==> src/rtl/aes_key_schedule_seq.sv <==
// Iterative AES-128/192/256 key expansion: one schedule word per clock through a shared
// 4-byte S-box. Define AES_KS_INV_KEYS_EN to add rk_inv (InvMixColumns on the read path).
module aes_key_schedule_seq #(
    parameter int MAX_NK   = 8,
    parameter int RK_IDX_W = 4
) (
    input  logic                 clk,
    input  logic                 rst,
    input  logic                 start,
    input  logic [1:0]           key_len,
    input  logic [32*MAX_NK-1:0] key,
    output logic                 busy,
    output logic                 done,
    output logic                 key_valid,
    output logic                 err,
    output logic [3:0]           nr,
`ifdef AES_KS_INV_KEYS_EN
    input  logic                 rk_inv,
`endif
    input  logic [RK_IDX_W-1:0]  rk_idx,
    output logic [127:0]         rk_out
);
    localparam int DEPTH = 4 * (MAX_NK + 7);
    localparam int AW    = $clog2(DEPTH);

    localparam logic [7:0] SBOX [256] = '{
        8'h63, 8'h7c, 8'h77, 8'h7b, 8'hf2, 8'h6b, 8'h6f, 8'hc5, 8'h30, 8'h01, 8'h67, 8'h2b, 8'hfe, 8'hd7, 8'hab, 8'h76,
        8'hca, 8'h82, 8'hc9, 8'h7d, 8'hfa, 8'h59, 8'h47, 8'hf0, 8'had, 8'hd4, 8'ha2, 8'haf, 8'h9c, 8'ha4, 8'h72, 8'hc0,
        8'hb7, 8'hfd, 8'h93, 8'h26, 8'h36, 8'h3f, 8'hf7, 8'hcc, 8'h34, 8'ha5, 8'he5, 8'hf1, 8'h71, 8'hd8, 8'h31, 8'h15,
        8'h04, 8'hc7, 8'h23, 8'hc3, 8'h18, 8'h96, 8'h05, 8'h9a, 8'h07, 8'h12, 8'h80, 8'he2, 8'heb, 8'h27, 8'hb2, 8'h75,
        8'h09, 8'h83, 8'h2c, 8'h1a, 8'h1b, 8'h6e, 8'h5a, 8'ha0, 8'h52, 8'h3b, 8'hd6, 8'hb3, 8'h29, 8'he3, 8'h2f, 8'h84,
        8'h53, 8'hd1, 8'h00, 8'hed, 8'h20, 8'hfc, 8'hb1, 8'h5b, 8'h6a, 8'hcb, 8'hbe, 8'h39, 8'h4a, 8'h4c, 8'h58, 8'hcf,
        8'hd0, 8'hef, 8'haa, 8'hfb, 8'h43, 8'h4d, 8'h33, 8'h85, 8'h45, 8'hf9, 8'h02, 8'h7f, 8'h50, 8'h3c, 8'h9f, 8'ha8,
        8'h51, 8'ha3, 8'h40, 8'h8f, 8'h92, 8'h9d, 8'h38, 8'hf5, 8'hbc, 8'hb6, 8'hda, 8'h21, 8'h10, 8'hff, 8'hf3, 8'hd2,
        8'hcd, 8'h0c, 8'h13, 8'hec, 8'h5f, 8'h97, 8'h44, 8'h17, 8'hc4, 8'ha7, 8'h7e, 8'h3d, 8'h64, 8'h5d, 8'h19, 8'h73,
        8'h60, 8'h81, 8'h4f, 8'hdc, 8'h22, 8'h2a, 8'h90, 8'h88, 8'h46, 8'hee, 8'hb8, 8'h14, 8'hde, 8'h5e, 8'h0b, 8'hdb,
        8'he0, 8'h32, 8'h3a, 8'h0a, 8'h49, 8'h06, 8'h24, 8'h5c, 8'hc2, 8'hd3, 8'hac, 8'h62, 8'h91, 8'h95, 8'he4, 8'h79,
        8'he7, 8'hc8, 8'h37, 8'h6d, 8'h8d, 8'hd5, 8'h4e, 8'ha9, 8'h6c, 8'h56, 8'hf4, 8'hea, 8'h65, 8'h7a, 8'hae, 8'h08,
        8'hba, 8'h78, 8'h25, 8'h2e, 8'h1c, 8'ha6, 8'hb4, 8'hc6, 8'he8, 8'hdd, 8'h74, 8'h1f, 8'h4b, 8'hbd, 8'h8b, 8'h8a,
        8'h70, 8'h3e, 8'hb5, 8'h66, 8'h48, 8'h03, 8'hf6, 8'h0e, 8'h61, 8'h35, 8'h57, 8'hb9, 8'h86, 8'hc1, 8'h1d, 8'h9e,
        8'he1, 8'hf8, 8'h98, 8'h11, 8'h69, 8'hd9, 8'h8e, 8'h94, 8'h9b, 8'h1e, 8'h87, 8'he9, 8'hce, 8'h55, 8'h28, 8'hdf,
        8'h8c, 8'ha1, 8'h89, 8'h0d, 8'hbf, 8'he6, 8'h42, 8'h68, 8'h41, 8'h99, 8'h2d, 8'h0f, 8'hb0, 8'h54, 8'hbb, 8'h16
    };

    function automatic logic [31:0] sub_word(input logic [31:0] x);
        return {SBOX[x[31:24]], SBOX[x[23:16]], SBOX[x[15:8]], SBOX[x[7:0]]};
    endfunction

    function automatic logic [7:0] xtime(input logic [7:0] b);
        return {b[6:0], 1'b0} ^ (b[7] ? 8'h1b : 8'h00);
    endfunction

    typedef enum logic [1:0] {IDLE, LOAD, GEN, FIN} state_t;

    state_t              state_reg, state_next;
    logic                busy_reg, busy_next, done_reg, done_next;
    logic                valid_reg, valid_next, err_reg, err_next;
    logic [3:0]          nr_reg, nr_next, nk_reg, nk_next;
    logic [AW-1:0]       idx_reg, idx_next;
    logic [2:0]          sub_reg, sub_next;
    logic [7:0]          rcon_reg, rcon_next;
    logic [32*MAX_NK-1:0] key_reg, key_next;

    logic [31:0]         w_mem [DEPTH];
    logic [31:0]         prev_word, back_word, sbox_in, sbox_out, gen_word;
    logic [3:0]          req_nk, req_nr;
    logic                req_ok;

    // Key lengths beyond the configured storage are rejected like key_len=3.
    always_comb begin
        req_nk = 4'd4;
        req_nr = 4'd10;
        req_ok = 1'b1;
        case (key_len)
            2'd0:    begin req_nk = 4'd4; req_nr = 4'd10; end
            2'd1:    begin req_nk = 4'd6; req_nr = 4'd12; end
            2'd2:    begin req_nk = 4'd8; req_nr = 4'd14; end
            default: req_ok = 1'b0;
        endcase
        if (int'(req_nk) > MAX_NK)
            req_ok = 1'b0;
    end

    // sub_reg tracks i mod NK; position 0 uses RotWord+rcon, position 4 (NK=8) plain SubWord.
    assign prev_word = w_mem[idx_reg - AW'(1)];
    assign back_word = w_mem[idx_reg - AW'(nk_reg)];
    assign sbox_in   = (sub_reg == 3'd0) ? {prev_word[23:0], prev_word[31:24]} : prev_word;
    assign sbox_out  = sub_word(sbox_in);

    always_comb begin
        if (sub_reg == 3'd0)
            gen_word = sbox_out ^ {rcon_reg, 24'h0} ^ back_word;
        else if (nk_reg == 4'd8 && sub_reg == 3'd4)
            gen_word = sbox_out ^ back_word;
        else
            gen_word = prev_word ^ back_word;
    end

    always_comb begin
        state_next = state_reg;
        busy_next  = busy_reg;
        done_next  = 1'b0;
        valid_next = valid_reg;
        err_next   = err_reg;
        nr_next    = nr_reg;
        nk_next    = nk_reg;
        idx_next   = idx_reg;
        sub_next   = sub_reg;
        rcon_next  = rcon_reg;
        key_next   = key_reg;
        case (state_reg)
            IDLE: begin
                if (start) begin
                    if (req_ok) begin
                        state_next = LOAD;
                        busy_next  = 1'b1;
                        valid_next = 1'b0;
                        err_next   = 1'b0;
                        nr_next    = req_nr;
                        nk_next    = req_nk;
                        key_next   = key;
                    end else begin
                        err_next = 1'b1;
                    end
                end
            end
            LOAD: begin
                state_next = GEN;
                idx_next   = AW'(nk_reg);
                sub_next   = 3'd0;
            end
            GEN: begin
                idx_next = idx_reg + AW'(1);
                sub_next = (sub_reg == 3'(nk_reg - 4'd1)) ? 3'd0 : sub_reg + 3'd1;
                if (sub_reg == 3'd0)
                    rcon_next = xtime(rcon_reg);
                if (idx_reg == AW'({nr_reg, 2'b11})) begin
                    state_next = FIN;
                    busy_next  = 1'b0;
                    done_next  = 1'b1;
                    valid_next = 1'b1;
                end
            end
            FIN: begin
                state_next = IDLE;
                rcon_next  = 8'h01;
            end
            default: state_next = IDLE;
        endcase
    end

    always_ff @(posedge clk) begin
        if (rst) begin
            state_reg <= IDLE;
            busy_reg  <= 1'b0;
            done_reg  <= 1'b0;
            valid_reg <= 1'b0;
            err_reg   <= 1'b0;
            nr_reg    <= '0;
            nk_reg    <= '0;
            idx_reg   <= '0;
            sub_reg   <= '0;
            rcon_reg  <= 8'h01;
            key_reg   <= '0;
        end else begin
            state_reg <= state_next;
            busy_reg  <= busy_next;
            done_reg  <= done_next;
            valid_reg <= valid_next;
            err_reg   <= err_next;
            nr_reg    <= nr_next;
            nk_reg    <= nk_next;
            idx_reg   <= idx_next;
            sub_reg   <= sub_next;
            rcon_reg  <= rcon_next;
            key_reg   <= key_next;
        end
    end

    // Key bits are numbered MSB-first, so word 0 occupies the top 32 bits of key.
    always_ff @(posedge clk) begin
        if (state_reg == LOAD) begin
            for (int k = 0; k < MAX_NK; k++)
                if (k < int'(nk_reg))
                    w_mem[AW'(k)] <= key_reg[32*(MAX_NK-k)-1 -: 32];
        end else if (state_reg == GEN) begin
            w_mem[idx_reg] <= gen_word;
        end
    end

    logic [127:0] rk_fwd;
    logic         rd_ok;

    assign rd_ok = valid_reg && (int'(rk_idx) <= int'(nr_reg));

    for (genvar gi = 0; gi < 4; gi++) begin : g_col
        logic [AW-1:0] ridx;
        assign ridx = AW'({rk_idx, 2'(gi)});
        assign rk_fwd[127-32*gi -: 32] = w_mem[ridx];
    end

`ifdef AES_KS_INV_KEYS_EN
    function automatic logic [7:0] gm(input logic [7:0] b, input logic [3:0] c);
        logic [7:0] x2, x4, x8;
        x2 = xtime(b);
        x4 = xtime(x2);
        x8 = xtime(x4);
        return (c[0] ? b : 8'h00) ^ (c[1] ? x2 : 8'h00) ^ (c[2] ? x4 : 8'h00) ^ (c[3] ? x8 : 8'h00);
    endfunction

    logic [127:0] rk_imc;
    logic         use_inv;

    for (genvar gi = 0; gi < 4; gi++) begin : g_imc
        logic [7:0] a0, a1, a2, a3;
        assign {a0, a1, a2, a3} = rk_fwd[127-32*gi -: 32];
        assign rk_imc[127-32*gi -: 32] = {
            gm(a0, 4'he) ^ gm(a1, 4'hb) ^ gm(a2, 4'hd) ^ gm(a3, 4'h9),
            gm(a0, 4'h9) ^ gm(a1, 4'he) ^ gm(a2, 4'hb) ^ gm(a3, 4'hd),
            gm(a0, 4'hd) ^ gm(a1, 4'h9) ^ gm(a2, 4'he) ^ gm(a3, 4'hb),
            gm(a0, 4'hb) ^ gm(a1, 4'hd) ^ gm(a2, 4'h9) ^ gm(a3, 4'he)};
    end

    // First and last round keys feed AddRoundKey directly in the equivalent inverse cipher.
    assign use_inv = rk_inv && (rk_idx != '0) && (int'(rk_idx) < int'(nr_reg));
    assign rk_out  = !rd_ok ? '0 : (use_inv ? rk_imc : rk_fwd);
`else
    assign rk_out = rd_ok ? rk_fwd : '0;
`endif

    assign busy      = busy_reg;
    assign done      = done_reg;
    assign key_valid = valid_reg;
    assign err       = err_reg;
    assign nr        = nr_reg;

endmodule

==> config.mk <==
export PLATFORM = sky130hd
export DESIGN_NAME = aes_key_schedule_seq
export DESIGN_NICKNAME = d
export VERILOG_FILES = /design/src/rtl/aes_key_schedule_seq.sv
export SDC_FILE = /design/constraint.sdc
export NUM_CORES = 2
export LEC_CHECK = 0
export CAP_MARGIN = 20
export CORE_MARGIN = 2
export CORE_UTILIZATION = 35
export CTS_CLUSTER_DIAMETER = 80
export DETAILED_ROUTE_END_ITERATION = 16
export DONT_BUFFER_PORTS = 1
export HOLD_SLACK_MARGIN = 0.08
export MAX_ROUTING_LAYER = met4
export SLEW_MARGIN = 30
export SYNTH_ARGS = -nofsm -noshare
export SYNTH_HDL_FRONTEND = slang
export SYNTH_SLANG_ARGS = --single-unit
==> constraint.sdc <==
create_clock -name clk -period 8.8 [get_ports clk]
set_input_delay 1.76 -clock clk [delete_from_list [all_inputs] [get_ports clk]]
set_output_delay 1.76 -clock clk [all_outputs]
set_load 0.05 [all_outputs]
==> results.md <==
- Final hold violation count: 0
- Post-synthesis area per instance: 14.9 um^2
- Die Span X: ~640 um
- Non-Filler Cell Area, Final: 0.162 mm^2
- Accumulated negative setup slack: 0 ns
- Clock tree from TritonCTS: built
- Proportion of layout cells with a drive suffix above 1: 0.386
- Max_slew headroom: 0.234
- Synthesis-to-finish area growth: 16.2%
- Area of the die: slightly above 0.4 mm^2
- GRT Overall Usage: 0.360
- Max-capacitance violation count: 0
- Max FFs per register: 2048
- Stage delay of the slowest cell on the critical path: 0.82 ns
- Proportion of synthesized flip-flops having asynchronous set or reset: 0
- Skew final: 0.138 ns
- Cell depth of the worst hold path: 2
- Sort of element at the start of the critical path: flip-flop
- Number of synthesized flops with an enable pin: 2048
- Flip-flop cell with the highest count after synthesis: sky130_fd_sc_hd__edfxtp_1
- Cell Rows: 231
- Number of antenna violations at the first check in global routing: 73
- Routed wire length: between 700 and 800 mm
- Finish-stage setup viols: 0
- Clk pin slew, worst setup/hold paths: 0.07 ns
- Weighted congestion at the end of routability-driven global placement: about 1.1
- Initial standard-cell utilization of the core: 0.352
- Remaining global-route overflow: 0
- IO Pins: 401
- Root Buffer Master: sky130_fd_sc_hd__clkbuf_16
- Sink of the worst hold path: key_reg[13]
- Count of distinct cell types in the synthesized netlist: 122
- Global-route wire length before repair: 962 mm
- Slack of the critical path: 0.487 ns
- Clock tree buffer depth: 4
- Detailed placement HPWL: roughly 500 mm
- Net count reported at finish: 10.2k
- Largest net degree at the start of global routing: 502
- Area of the placeable core: 0.396 mm^2
- Slew Viols, Final: 0
- Cell area reported after detailed placement: 0.154 mm^2
- Vias in the first global route: 104k
- Critical path endpoint category: flip-flop
- CTS Hold Buffers Added: 0
- Final period utilization: 0.945
- Total setup buffers inserted after CTS: 0
- Clock buffers created by TritonCTS: 243
- Launch point of the worst reg-to-reg path: idx_reg[0]
- Most frequent cell on the critical path: sky130_fd_sc_hd__buf_4
- Least-Margin Pin Slew: approximately 1.1 ns
- Register bit total from synthesis: 2333
- Worst Path Arrival: about 8.9 ns
- Run status: completed
- Crit path cell chain: clkinv_2 -> ha_4 -> buf_12 -> buf_12 -> mux2i_1 -> mux4_2 -> a32oi_1 -> nand4_1 -> o311a_1 -> o211ai_1 -> buf_4 -> buf_4 -> a211oi_1 -> o31ai_1 -> o311a_1 -> nand3_1 -> buf_4 -> a311oi_1 -> buf_4 -> buf_4 -> mux2i_1 -> buf_4 -> mux2i_1 -> a21oi_1
- Vias: 111k
- Worst hold path type: reg -> reg
- DR iter-0 viols: 19.5k
- Vertical die dimension: 635 um
- # clock sinks: 2333
- Count of filler cells inserted in the layout: between 30k and 40k
- Clock Latency Late Sink: 1.01 ns
- Largest driver fanout on the critical path: 57
- Number of instances resized during post-cts repair: 0
- Most common cell after layout, fill and taps aside: sky130_fd_sc_hd__edfxtp_1
- Post-route ant nets: 0
- Slowest CP cell: sky130_fd_sc_hd__dfxtp_4
- Setup WS pre-CTS: 0.775 ns
- RSZ-0062 raised after global routing: no
- Worst Reg2Reg Path Length in Cells: 24
- FF-to-FF setup slack: 0.49 ns
- Synthesized cell area: 0.140 mm^2
- Reg2reg end: w_mem[1][25]
- Type of the worst setup path: reg -> reg
- Seq/Total Area, Yosys: 0.482
- Final min period: 8.31 ns
- Net Count, Synth: approximately 9.7k
- Post-detailed-route wirelength per cell: 47.1 um
- Top library cells by usage in the layout, fill and taps aside: sky130_fd_sc_hd__edfxtp_1 (2048), sky130_fd_sc_hd__mux4_2 (1866), sky130_fd_sc_hd__buf_4 (1068)
- Number of buffers and inverters on the critical path: 9
- H-tree depth: 4
- Cell class contributing the biggest share of worst-path delay: compound AO/OA/AOI/OAI gates
- Iteration count of the initial detailed-routing pass: 9
- Hold path startpoint: key_reg[13]
- Required time reported for the critical path endpoint: roughly 9.4 ns
- Count of port buffers added during placement: 0
- Synth Instances: about 9.3k
- DR DRC count: 0
- Count of warnings emitted by yosys: 0
- Highest Clock Rate: 0.120 GHz
- Vias per inst: 7.19
layer usage:
layer	up-vias	track usage	share of wire
li1	40167	-	-
met5	-	-	0
met4	0	0.185	0.062
met2	11133	0.482	0.41
met1	57389	0.447	0.36
met3	2062	0.174	0.17
cell type report:
cell class / instances / area [um^2] / share of cell area
Clock buffer: 294 / 6480 / 0.0400
Sequential cell: 2333 / 67200 / 0.414
Antenna cell: 74 / 185 / 0.00114
Timing Repair Buffer: 1202 / 10800 / 0.0668
Multi-Input combinational cell: 6028 / 68900 / 0.425
Clock inverter: 159 / 1660 / 0.0103
Inverter: 81 / 309 / 0.00191
Tap cell: 5242 / 6560 / 0.0404
synthesized netlist by cell type (34+ instances only):
library cell               number  area share
sky130_fd_sc_hd__edfxtp_1    2048        0.44
sky130_fd_sc_hd__mux4_2      1866        0.30
sky130_fd_sc_hd__nand2_1      933       0.025
sky130_fd_sc_hd__a21oi_1      521       0.019
sky130_fd_sc_hd__clkbuf_1     457       0.012
sky130_fd_sc_hd__nor2_1       374       0.010
sky130_fd_sc_hd__o21ai_0      324       0.012
sky130_fd_sc_hd__dfxtp_1      285       0.041
sky130_fd_sc_hd__mux2i_1      191       0.014
sky130_fd_sc_hd__buf_2        178      0.0064
sky130_fd_sc_hd__mux2_2       175       0.014
sky130_fd_sc_hd__nor2b_1      148      0.0066
sky130_fd_sc_hd__a211oi_1     140      0.0075
sky130_fd_sc_hd__buf_1        137      0.0037
sky130_fd_sc_hd__nand3_1      131      0.0047
sky130_fd_sc_hd__nor3_1       122      0.0044
sky130_fd_sc_hd__buf_4         82      0.0044
sky130_fd_sc_hd__ha_1          71      0.0064
sky130_fd_sc_hd__inv_1         68      0.0018
sky130_fd_sc_hd__nand4_1       60      0.0027
sky130_fd_sc_hd__o211ai_1      57      0.0031
sky130_fd_sc_hd__a31oi_1       54      0.0024
sky130_fd_sc_hd__o22ai_1       53      0.0024
sky130_fd_sc_hd__buf_6         38      0.0031
sky130_fd_sc_hd__o31ai_1       37      0.0020
sky130_fd_sc_hd__a311oi_1      36      0.0023
sky130_fd_sc_hd__o221ai_1      36      0.0023
sky130_fd_sc_hd__a221oi_1      34      0.0021
stage by stage:
step | cells | hold WS (ns) | utilization
after floorplan | 9343 | 0.433 | -
after global placement | 14864 | 0.444 | 0.387
after detailed placement | 14878 | 0.443 | 0.388
after CTS | 15331 | 0.453 | 0.408
after global routing | 15386 | 0.470 | 0.409
final | 15413 | 0.451 | 0.409
cell families after synthesis:
kind of cell,share of synthesized area
AOI/OAI and AO/OA,0.0830
xor gates and xnor gates,0.00431
adders and majority gates,0.00651
buffers and inverters,0.0328
DFF,0.482
muxes,0.330
other,0.0000269
and+or+nand+nor,0.0619
worst min-delay path: cells and delay by family (launching register included):
kind             cells  cell delay (ns)
flip-flops           1             0.31
AND/OR/NAND/NOR      1             0.05
AO/OA/AOI/OAI        1             0.05
worst max path at each step:
stage | startpoint | endpoint | slack, ns | depth (start not counted)
after detailed placement | idx_reg[0] | w_mem[23][6] | 0.78 | 17
after global routing | idx_reg[0] | w_mem[1][25] | 0.39 | 24
after floorplan | idx_reg[0] | w_mem[10][30] | 0.23 | 31
after CTS | idx_reg[0] | w_mem[63][15] | 0.66 | 20
after global placement | rk_idx[0] | rk_out[31] | 0.68 | 9
final | idx_reg[0] | w_mem[1][25] | 0.49 | 24
Power is left out: the tool's default activity adds up to more than one toggle a clock period on the data nets, which glitch-free logic cannot reach.
